### src/rtl/pc_sequencer.sv
// Fetch PC sequencer: step/stall, prioritised trap/mret/write redirects, post-redirect flush bubble, EPC.
// Optional `PC_MISALIGN_CHECK_EN turns misaligned write targets into traps and pulses misalign.
module pc_sequencer #(
  parameter int              XLEN         = 32,
  parameter logic [XLEN-1:0] RESET_VEC    = '0,
  parameter logic [XLEN-1:0] TRAP_VEC     = XLEN'('h100),
  parameter int              INC          = 4,
  parameter int              FLUSH_CYCLES = 1
) (
  input  logic            CLK,
  input  logic            RST,
  input  logic            stall,
  input  logic            write,
  input  logic [XLEN-1:0] addr,
  input  logic            trap,
  input  logic            mret,
  output logic [XLEN-1:0] curr,
  output logic [XLEN-1:0] next,
  output logic [XLEN-1:0] epc,
  output logic            valid,
  output logic            misalign
);

  typedef enum logic [1:0] {ST_RESET, ST_RUN, ST_BUBBLE} state_t;

  localparam logic [2:0] BCNT_LOAD = (FLUSH_CYCLES > 0) ? 3'(FLUSH_CYCLES - 1) : 3'd0;
  localparam logic       NO_FLUSH  = (FLUSH_CYCLES == 0);

  state_t          state, state_nxt;
  logic [XLEN-1:0] curr_q, curr_d, epc_q, epc_d, write_tgt;
  logic            valid_q, valid_d, mis_q, mis_d;
  logic [2:0]      bcnt_q, bcnt_d;
  logic            active, bad_write, take_trap, take_mret, take_write, redirect;

`ifdef PC_MISALIGN_CHECK_EN
  assign bad_write = (addr[1:0] != 2'b00);
  assign write_tgt = addr;
`else
  assign bad_write = 1'b0;
  assign write_tgt = addr & ~XLEN'(3);
`endif

  // Redirects are ignored until the FSM has left RESET.
  assign active     = (state != ST_RESET);
  assign take_trap  = active & (trap | (~mret & write & bad_write));
  assign take_mret  = active & ~trap & mret;
  assign take_write = active & ~trap & ~mret & write & ~bad_write;
  assign redirect   = take_trap | take_mret | take_write;

  always_ff @(posedge CLK) begin
    if (RST) begin
      state   <= ST_RESET;
      curr_q  <= RESET_VEC;
      epc_q   <= '0;
      valid_q <= 1'b0;
      bcnt_q  <= 3'd0;
      mis_q   <= 1'b0;
    end else begin
      state   <= state_nxt;
      curr_q  <= curr_d;
      epc_q   <= epc_d;
      valid_q <= valid_d;
      bcnt_q  <= bcnt_d;
      mis_q   <= mis_d;
    end
  end

  always_comb begin
    state_nxt = state;
    case (state)
      ST_RESET:  state_nxt = ST_RUN;
      ST_RUN:    if (redirect && !NO_FLUSH) state_nxt = ST_BUBBLE;
      ST_BUBBLE: begin
        if (redirect) state_nxt = NO_FLUSH ? ST_RUN : ST_BUBBLE;
        else if (bcnt_q == 3'd0) state_nxt = ST_RUN;
      end
      default:   state_nxt = ST_RESET;
    endcase
  end

  always_comb begin
    curr_d  = curr_q;
    epc_d   = epc_q;
    valid_d = valid_q;
    bcnt_d  = bcnt_q;
    mis_d   = active & ~trap & ~mret & write & bad_write;
    if (state == ST_RESET) begin
      valid_d = 1'b1;
    end else begin
      if (take_trap) begin
        epc_d  = curr_q;
        curr_d = TRAP_VEC;
      end else if (take_mret) begin
        curr_d = epc_q;
      end else if (take_write) begin
        curr_d = write_tgt;
      end

      if (redirect) begin
        valid_d = NO_FLUSH;
        bcnt_d  = BCNT_LOAD;
      end else if (state == ST_RUN) begin
        valid_d = 1'b1;
        if (!stall) curr_d = next;
      end else if (bcnt_q == 3'd0) begin
        valid_d = 1'b1;
      end else begin
        bcnt_d = bcnt_q - 3'd1;
      end
    end
  end

  assign curr     = curr_q;
  assign next     = curr_q + XLEN'(INC);
  assign epc      = epc_q;
  assign valid    = valid_q;
  assign misalign = mis_q;

endmodule

### config.mk
export PLATFORM = sky130hd
export DESIGN_NAME = pc_sequencer
export DESIGN_NICKNAME = d
export VERILOG_FILES = /design/src/rtl/pc_sequencer.sv
export SDC_FILE = /design/constraint.sdc
export NUM_CORES = 1
export LEC_CHECK = 0
export ABC_AREA = 1
export CAP_MARGIN = 0
export CORE_ASPECT_RATIO = 1.1
export CORE_MARGIN = 3
export CORE_UTILIZATION = 30
export CTS_BUF_LIST = sky130_fd_sc_hd__clkbuf_8
export DETAILED_ROUTE_END_ITERATION = 6
export SLEW_MARGIN = 0
export SYNTH_ARGS = -nofsm -noshare
export SYNTH_HDL_FRONTEND = slang
export SYNTH_SLANG_ARGS = --single-unit
### constraint.sdc
create_clock -name CLK -period 2.55 [get_ports CLK]
set_clock_uncertainty 0.1 [all_clocks]
set_input_delay 0.765 -clock CLK [delete_from_list [all_inputs] [get_ports CLK]]
set_output_delay 0.765 -clock CLK [all_outputs]
set_load 0.01 [all_outputs]
==> results.ini, run 1 <==
[status]
status=complete, but fails checks
violations=setup timing

[detailed_routing]
vias_per_cell=4.765
wl_um=17810
drc_errors=0
drt_iter0_drc=326
dr_total_vias=5470
wl_per_cell_um=15.52
firstDrtPassIters=5
antenna_left=0

[floorplan]
pin_count=136
rows=46
start_util_pct=30.75
chipWidth_um=122.0
die_y_um=133.6
core_sq_um=14450
dieArea_sq_um=16300

[critical_path]
worstReg2RegStart=curr[2]
required_ns=1.69
critPathLaunchType=register
critPathKind=reg -> out
path_max_fanout=6
critPathCaptureType=output port
cp_data_arrival_time_ns=1.79
startpoint=curr[2]

[timing]
max_freq_ghz=0.3763
finalMaxSlewViolations=0
hold_slack_ns=0.3625
setup_tns_ns=-0.6487
worst_slack_ns=-0.1077
rsz0062_at_grt=true
period_share_pct=104.2
setup-violations-final=12
hold_viol_final=0
period_needed_ns=2.658

[power]
clockPowerShare_pct=28.5
p_seq_share_pct=35.4
p_int_mw=2.382
design_power_total_mw=3.627
power_frac_comb_pct=36.1
p_leak_nw=3.253
switchingPower_mw=1.246
p_per_area_nw_per_um2=482.2
p_sw_share_pct=34.34
max-vdd-ir-drop_uv=215.6

[placed_design]
dp.cells=1087
gp_congestion=0.9035
dp_hpwl_um=12770
io_buffer_count=132
pre_cts_ws_ns=-0.2568

[synth]
ys.flop_type=dfxtp_1
syn_area_sq_um=4442
async_flop_share_pct=0
synthMostInstantiatedCell=nand2_1
synth_seq_cells=70
synth.distinct_cells=39
yosysTopAreaCellShare_pct=31.55
synth_area_leaders=dfxtp_1 (32%), nand2_1 (18%), nand3_1 (7.8%), nor2_1 (7.5%), a21oi_1 (6.2%)
ys_seq_area_share_pct=31.55
ys_warn_count=0
ys_top_cells_by_count=nand2_1 (216), nor2_1 (89), dfxtp_1 (70)
synth_edf_count=0
synthCells=702
syn_nets=743
postSynthAreaPerCell_sq_um=6.327
yosysTopAreaCell=dfxtp_1

[job]
max_cap_viol_count=0

[clocking]
clk_pin_slew_worst_paths_ns=0.08
cts-root-buf=clkbuf_8
clock_latency_ns=0.37
clockBufferDepth=2
numCtsBuffers=9
cts_tree=built
cts_max_level=3
cts_num_sinks=70

[layout]
layout.nets=992
final_cells=1148
diodes=0
area_growth_pct=69.35
drive_above_1_share_pct=32.64

[global_route]
antenna_found_initial=0
grt_max_degree=44
track_usage_pct=21.74
grt_pass1_wl_um=27480
grt_pass1_vias=5195
overflow=0

[hold_path]
hold_start=bcnt_q[0]
hold_path_class=reg -> reg

[stage by stage]
step	instance area, sq um	utilization [%]
final	7522	52.07
after global routing	7522	52.07
after CTS	7154	49.52
after detailed placement	6576	45.52
after global placement	6576	45.52
after floorplan	4442	-
[cell type report]
cell class | count | area [sq um]
Fill cell | 1426 | 6924
Multi-Input combinational cell | 544 | 3018
Timing Repair Buffer | 270 | 2394
Sequential cell | 70 | 1435
Tap cell | 192 | 240.2
Inverter | 56 | 220.2
Clock buffer | 10 | 137.6
Clock inverter | 6 | 77.57
[per-layer routing]
metal | track usage (%) | vias to the layer above | wire length, um
met5 | 0 | - | 0
met4 | 8.281 | 0 | 479
met1 | 29.21 | 2526 | 7832
li1 | - | 2742 | -
met3 | 4.119 | 29 | 1213
met2 | 34.49 | 173 | 8286
[power groups by stage]
| stage | registers (mW) | logic (mW) | clock network (mW) |
|---|---|---|---|
| 2_1_floorplan | 1.34 | 0.554 | 0 |
| 3_3_place_gp | 1.29 | 1.23 | 0 |
| 3_5_place_dp | 1.29 | 1.23 | 0 |
| 4_1_cts | 1.28 | 1.26 | 1.05 |
| 5_1_grt | 1.30 | 1.43 | 1.09 |
| 6_report | 1.28 | 1.31 | 1.03 |
[placed cells by master (no fill, tap or decap), types with 3 or more instances in the layout]
cell | synthesis | final
a21boi_1 | 4 | 4
or2_2 | 3 | 3
dfxtp_2 | 0 | 15
buf_2 | 10 | 16
buf_12 | 0 | 4
nor2_1 | 89 | 66
clkdlybuf4s50_1 | 0 | 104
or2_0 | 5 | 5
a31oi_1 | 5 | 5
nand3_1 | 69 | 65
nor2_4 | 9 | 18
o21ai_0 | 32 | 31
o21a_1 | 3 | 3
xor2_2 | 2 | 8
inv_1 | 46 | 44
a21oi_1 | 55 | 55
nand2_1 | 216 | 188
buf_6 | 4 | 27
nand2_2 | 8 | 32
buf_4 | 4 | 117
inv_2 | 10 | 11
nand4_1 | 6 | 6
nand3_2 | 1 | 4
nand2_4 | 2 | 5
dfxtp_4 | 0 | 4
dfxtp_1 | 70 | 51
clkbuf_8 | 0 | 10
nor2_2 | 2 | 16
[final timing paths]
path,slack (ns),to,depth (start not counted)
worst max-delay path,-0.11,next[13],8
worst min-delay path,0.36,bcnt_q[0],1
worst max register to register,0.13,curr[21],19
worst min register to register,0.36,bcnt_q[0],1
[kinds of logic after synthesis]
group	synth area share [%]
AOI/OAI and AO/OA	13.41
xor gates and xnor gates	3.099
adders and majority gates	0.8452
buffers and inverters	8.733
DFF	31.55
other	0.08443
and+or+nand+nor	42.28
[flip-flops by register name (all words and copies together), names as in the netlist]
name    cells
state       2
bcnt_q      3
curr       32
epc        32
valid       1
[worst max-delay path, stage by stage (launching register included)]
cell and delay, ns:
dfxtp_4 0.38, buf_6 0.11, inv_4 0.03, nor2_4 0.18, nand2_4 0.14, nor2_8 0.16, buf_6 0.13, xor2_4 0.16
buf_6 0.12
[timing repair]
action | in CTS | in global routing
resized for setup | 182 | 76
hold endpoints to repair | 0 | 0
hold buffers | 0 | 0
buffers inserted | 35 | 16
pin swaps | 32 | 43
endpoints found under the setup margin | 28 | 27
cloned | 0 | 0
(Power assumes the default switching activity.)
==> inputs of run 2 (changes only) <==
--- a/config.mk
+++ b/config.mk
@@ -12,6 +12,7 @@
 export CORE_UTILIZATION = 30
 export CTS_BUF_LIST = sky130_fd_sc_hd__clkbuf_8
 export DETAILED_ROUTE_END_ITERATION = 6
+export REMOVE_ABC_BUFFERS = 1
 export SLEW_MARGIN = 0
 export SYNTH_ARGS = -nofsm -noshare
 export SYNTH_HDL_FRONTEND = slang
==> results.ini, run 2 (synthesized netlist as in run 1, its figures left out) <==
[critical_path]
worstReg2RegStart=curr[2]
critPathLaunchType=register
required_ns=1.69  ; about the same
cp-endpoint=next[29]
crit_chain=buf_6 -> inv_4 -> nor2_4 -> nand2_4 -> nor2_8 -> buf_12 -> nand2_4 -> nand2_2 -> nand2_2 -> buf_6
crit_family=simple AND/OR/NAND/NOR gates
cp_slowest_cell=dfxtp_2
path_max_fanout=5  ; -1
cp_data_arrival_time_ns=1.80  ; about the same
critPathCaptureType=output port
r2r_cells=12  ; -7
timing.rr.end=curr[5]
critPathKind=reg -> out
startpoint=curr[2]
critPathBufInv=4  ; unchanged
r2r_slack_ns=0.68  ; +0.55 ns
cp.depth=10  ; +2
max_stage_delay_ns=0.36  ; -0.02 ns

[clocking]
clockBufferDepth=2  ; unchanged
cts_max_level=3  ; unchanged
cts-root-buf=clkbuf_8
clk_pin_slew_worst_paths_ns=0.08  ; about the same
cts_tree=built
cts-hold-fix-buffers=0  ; unchanged
numCtsBuffers=9  ; unchanged
cts_num_sinks=70  ; unchanged
clock_latency_ns=0.37  ; about the same

[layout]
final_common_cell=nand2_1
diodes=0  ; unchanged
final.fill_count=1423  ; -0.21%
ff_latch_area_sq_um=1430  ; -0.35%
final_cell_mix=nand2_1 (190), clkdlybuf4s50_1 (104), buf_4 (80)
multi_input_comb_area_sq_um=3032  ; +0.46%
drive_above_1_share_pct=30.05  ; -2.6 points
layout.nets=953  ; -3.9%
area_growth_pct=62.56
fin_util_pct=49.98  ; -2.1 points

[global_route]
use_met2_pct=34.61  ; +0.12 points
grt_pass1_vias=5067  ; -2.5%
antenna_found_initial=0  ; unchanged
overflow=0  ; unchanged
grt_max_degree=44  ; unchanged
grt_pass1_wl_um=26680  ; -2.9%
busiest_layer=met2
grt_use_met3_pct=3.524  ; -0.59 points
track_usage_pct=20.92  ; -0.81 points
use_met1_pct=27.22  ; -2.0 points

[timing]
period_needed_ns=2.662  ; +0.004122 ns
worst_slack_ns=-0.1118  ; -0.004122 ns
setup-violations-final=14  ; +2
hold_viol_final=0  ; unchanged
finalMaxSlewViolations=0  ; unchanged
max_freq_ghz=0.3757  ; -0.15%
period_share_pct=104.4  ; +0.16 points
rsz0062_at_grt=true

[detailed_routing]
antenna_left=0  ; unchanged
dr_total_vias=5248  ; -4.1%
wl_per_cell_um=15.30  ; -1.4%
drc_errors=0  ; unchanged
wl_um=16930  ; -4.9%
vias_per_cell=4.741  ; -0.51%
drt_iter0_drc=299  ; -8.3%
firstDrtPassIters=5  ; unchanged

[placed_design]
dp_hpwl_um=12800  ; +0.26%
gp_congestion=0.9734  ; +7.7%
io_buffer_count=132  ; unchanged

[floorplan]
rows=46  ; unchanged
die_y_um=133.6  ; unchanged
chipWidth_um=122.0  ; unchanged
core_sq_um=14450  ; unchanged
dieArea_sq_um=16300  ; unchanged
pin_count=136  ; unchanged
start_util_pct=30.75  ; unchanged

[status]
violations=setup timing
status=complete, but fails checks

[hold_path]
holdPathStages=1  ; unchanged
hold_path_class=reg -> reg

[power]
p_leak_nw=3.090  ; -5.0%
max-vdd-ir-drop_uv=181.1  ; -16%
p_per_area_nw_per_um2=481.8  ; about the same
design_power_total_mw=3.479  ; -4.1%

[job]
max_cap_viol_count=0  ; unchanged

==> run 2: cell types whose count changed in the layout (fill, tap and decap cells not counted), sizes merged <==
cell / delta
dlygate4sd2: +2
buf: -41
bufinv: -1
clkbuf: +1
clkinv: -2
==> run 2: final cells by class <==
class                   count  share of cell area, %
clock buffers              11                  2.097
multi-input cells         544                  41.99
flip-flops and latches     70                  19.81
inverters                  56                  2.980
repair buffers            231                  29.28
well taps                 192                  3.327
clock inverters             3                 0.5198
==> run 2: worst min path at each step <==
stage                      to  slack [ns]       from
floorplan           bcnt_q[0]        0.33  bcnt_q[0]
global placement    bcnt_q[0]        0.35  bcnt_q[0]
detailed placement  bcnt_q[0]        0.35  bcnt_q[0]
CTS                 bcnt_q[0]        0.36  bcnt_q[0]
global route        bcnt_q[0]        0.38  bcnt_q[0]
finish              bcnt_q[0]        0.36  bcnt_q[0]
==> run 2: stage by stage <==
stage                     hold WS, ns  TNS (ns)  area (sq um)  setup WS (ns)  instances
after global placement         0.3455    -2.214          6511        -0.1933       1075
after global routing           0.3757    -2.133          7221        -0.1683       1107
after CTS                      0.3638    -1.588          6959        -0.1810       1101
after floorplan                0.3292   -0.2381          4264       -0.09706        670
after detailed placement       0.3516    -2.404          6511        -0.2274       1075
final                          0.3598   -0.6978          7221        -0.1118       1107
==> run 2: worst reg2reg max path, delay by kind of cell, from the launching register on <==
family	cells	cell delay (ns)
xor+xnor	1	0.07
compound gates	2	0.29
simple gates	2	0.23
buf+inv	7	0.72
flops	1	0.36
==> run 2: timing repair <==
| item | 4_1_cts | 5_1_grt |
|---|---|---|
| cloned | 0 | 0 |
| pin swaps | 25 | 29 |
| buffers inserted | 12 | 7 |
| setup endpoints to repair | 28 | 24 |
| resized for setup | 176 | 68 |
==> run 2: metal layers <==
metal  vias up  part of all wire, %  wire length, um
met2       163                   48             8141
met3        27                  5.4              917
met4         0                  2.1              360
met1      2395                   44             7514
met5         -                    0                0
li1       2663                    -                -
==> run 2: where the power goes <==
part / leakage [nW] / switching [mW] / internal [mW]
clock network: 0.104 / 0.445 / 0.488
registers: 0.580 / 0.0848 / 1.19
logic: 2.41 / 0.676 / 0.591
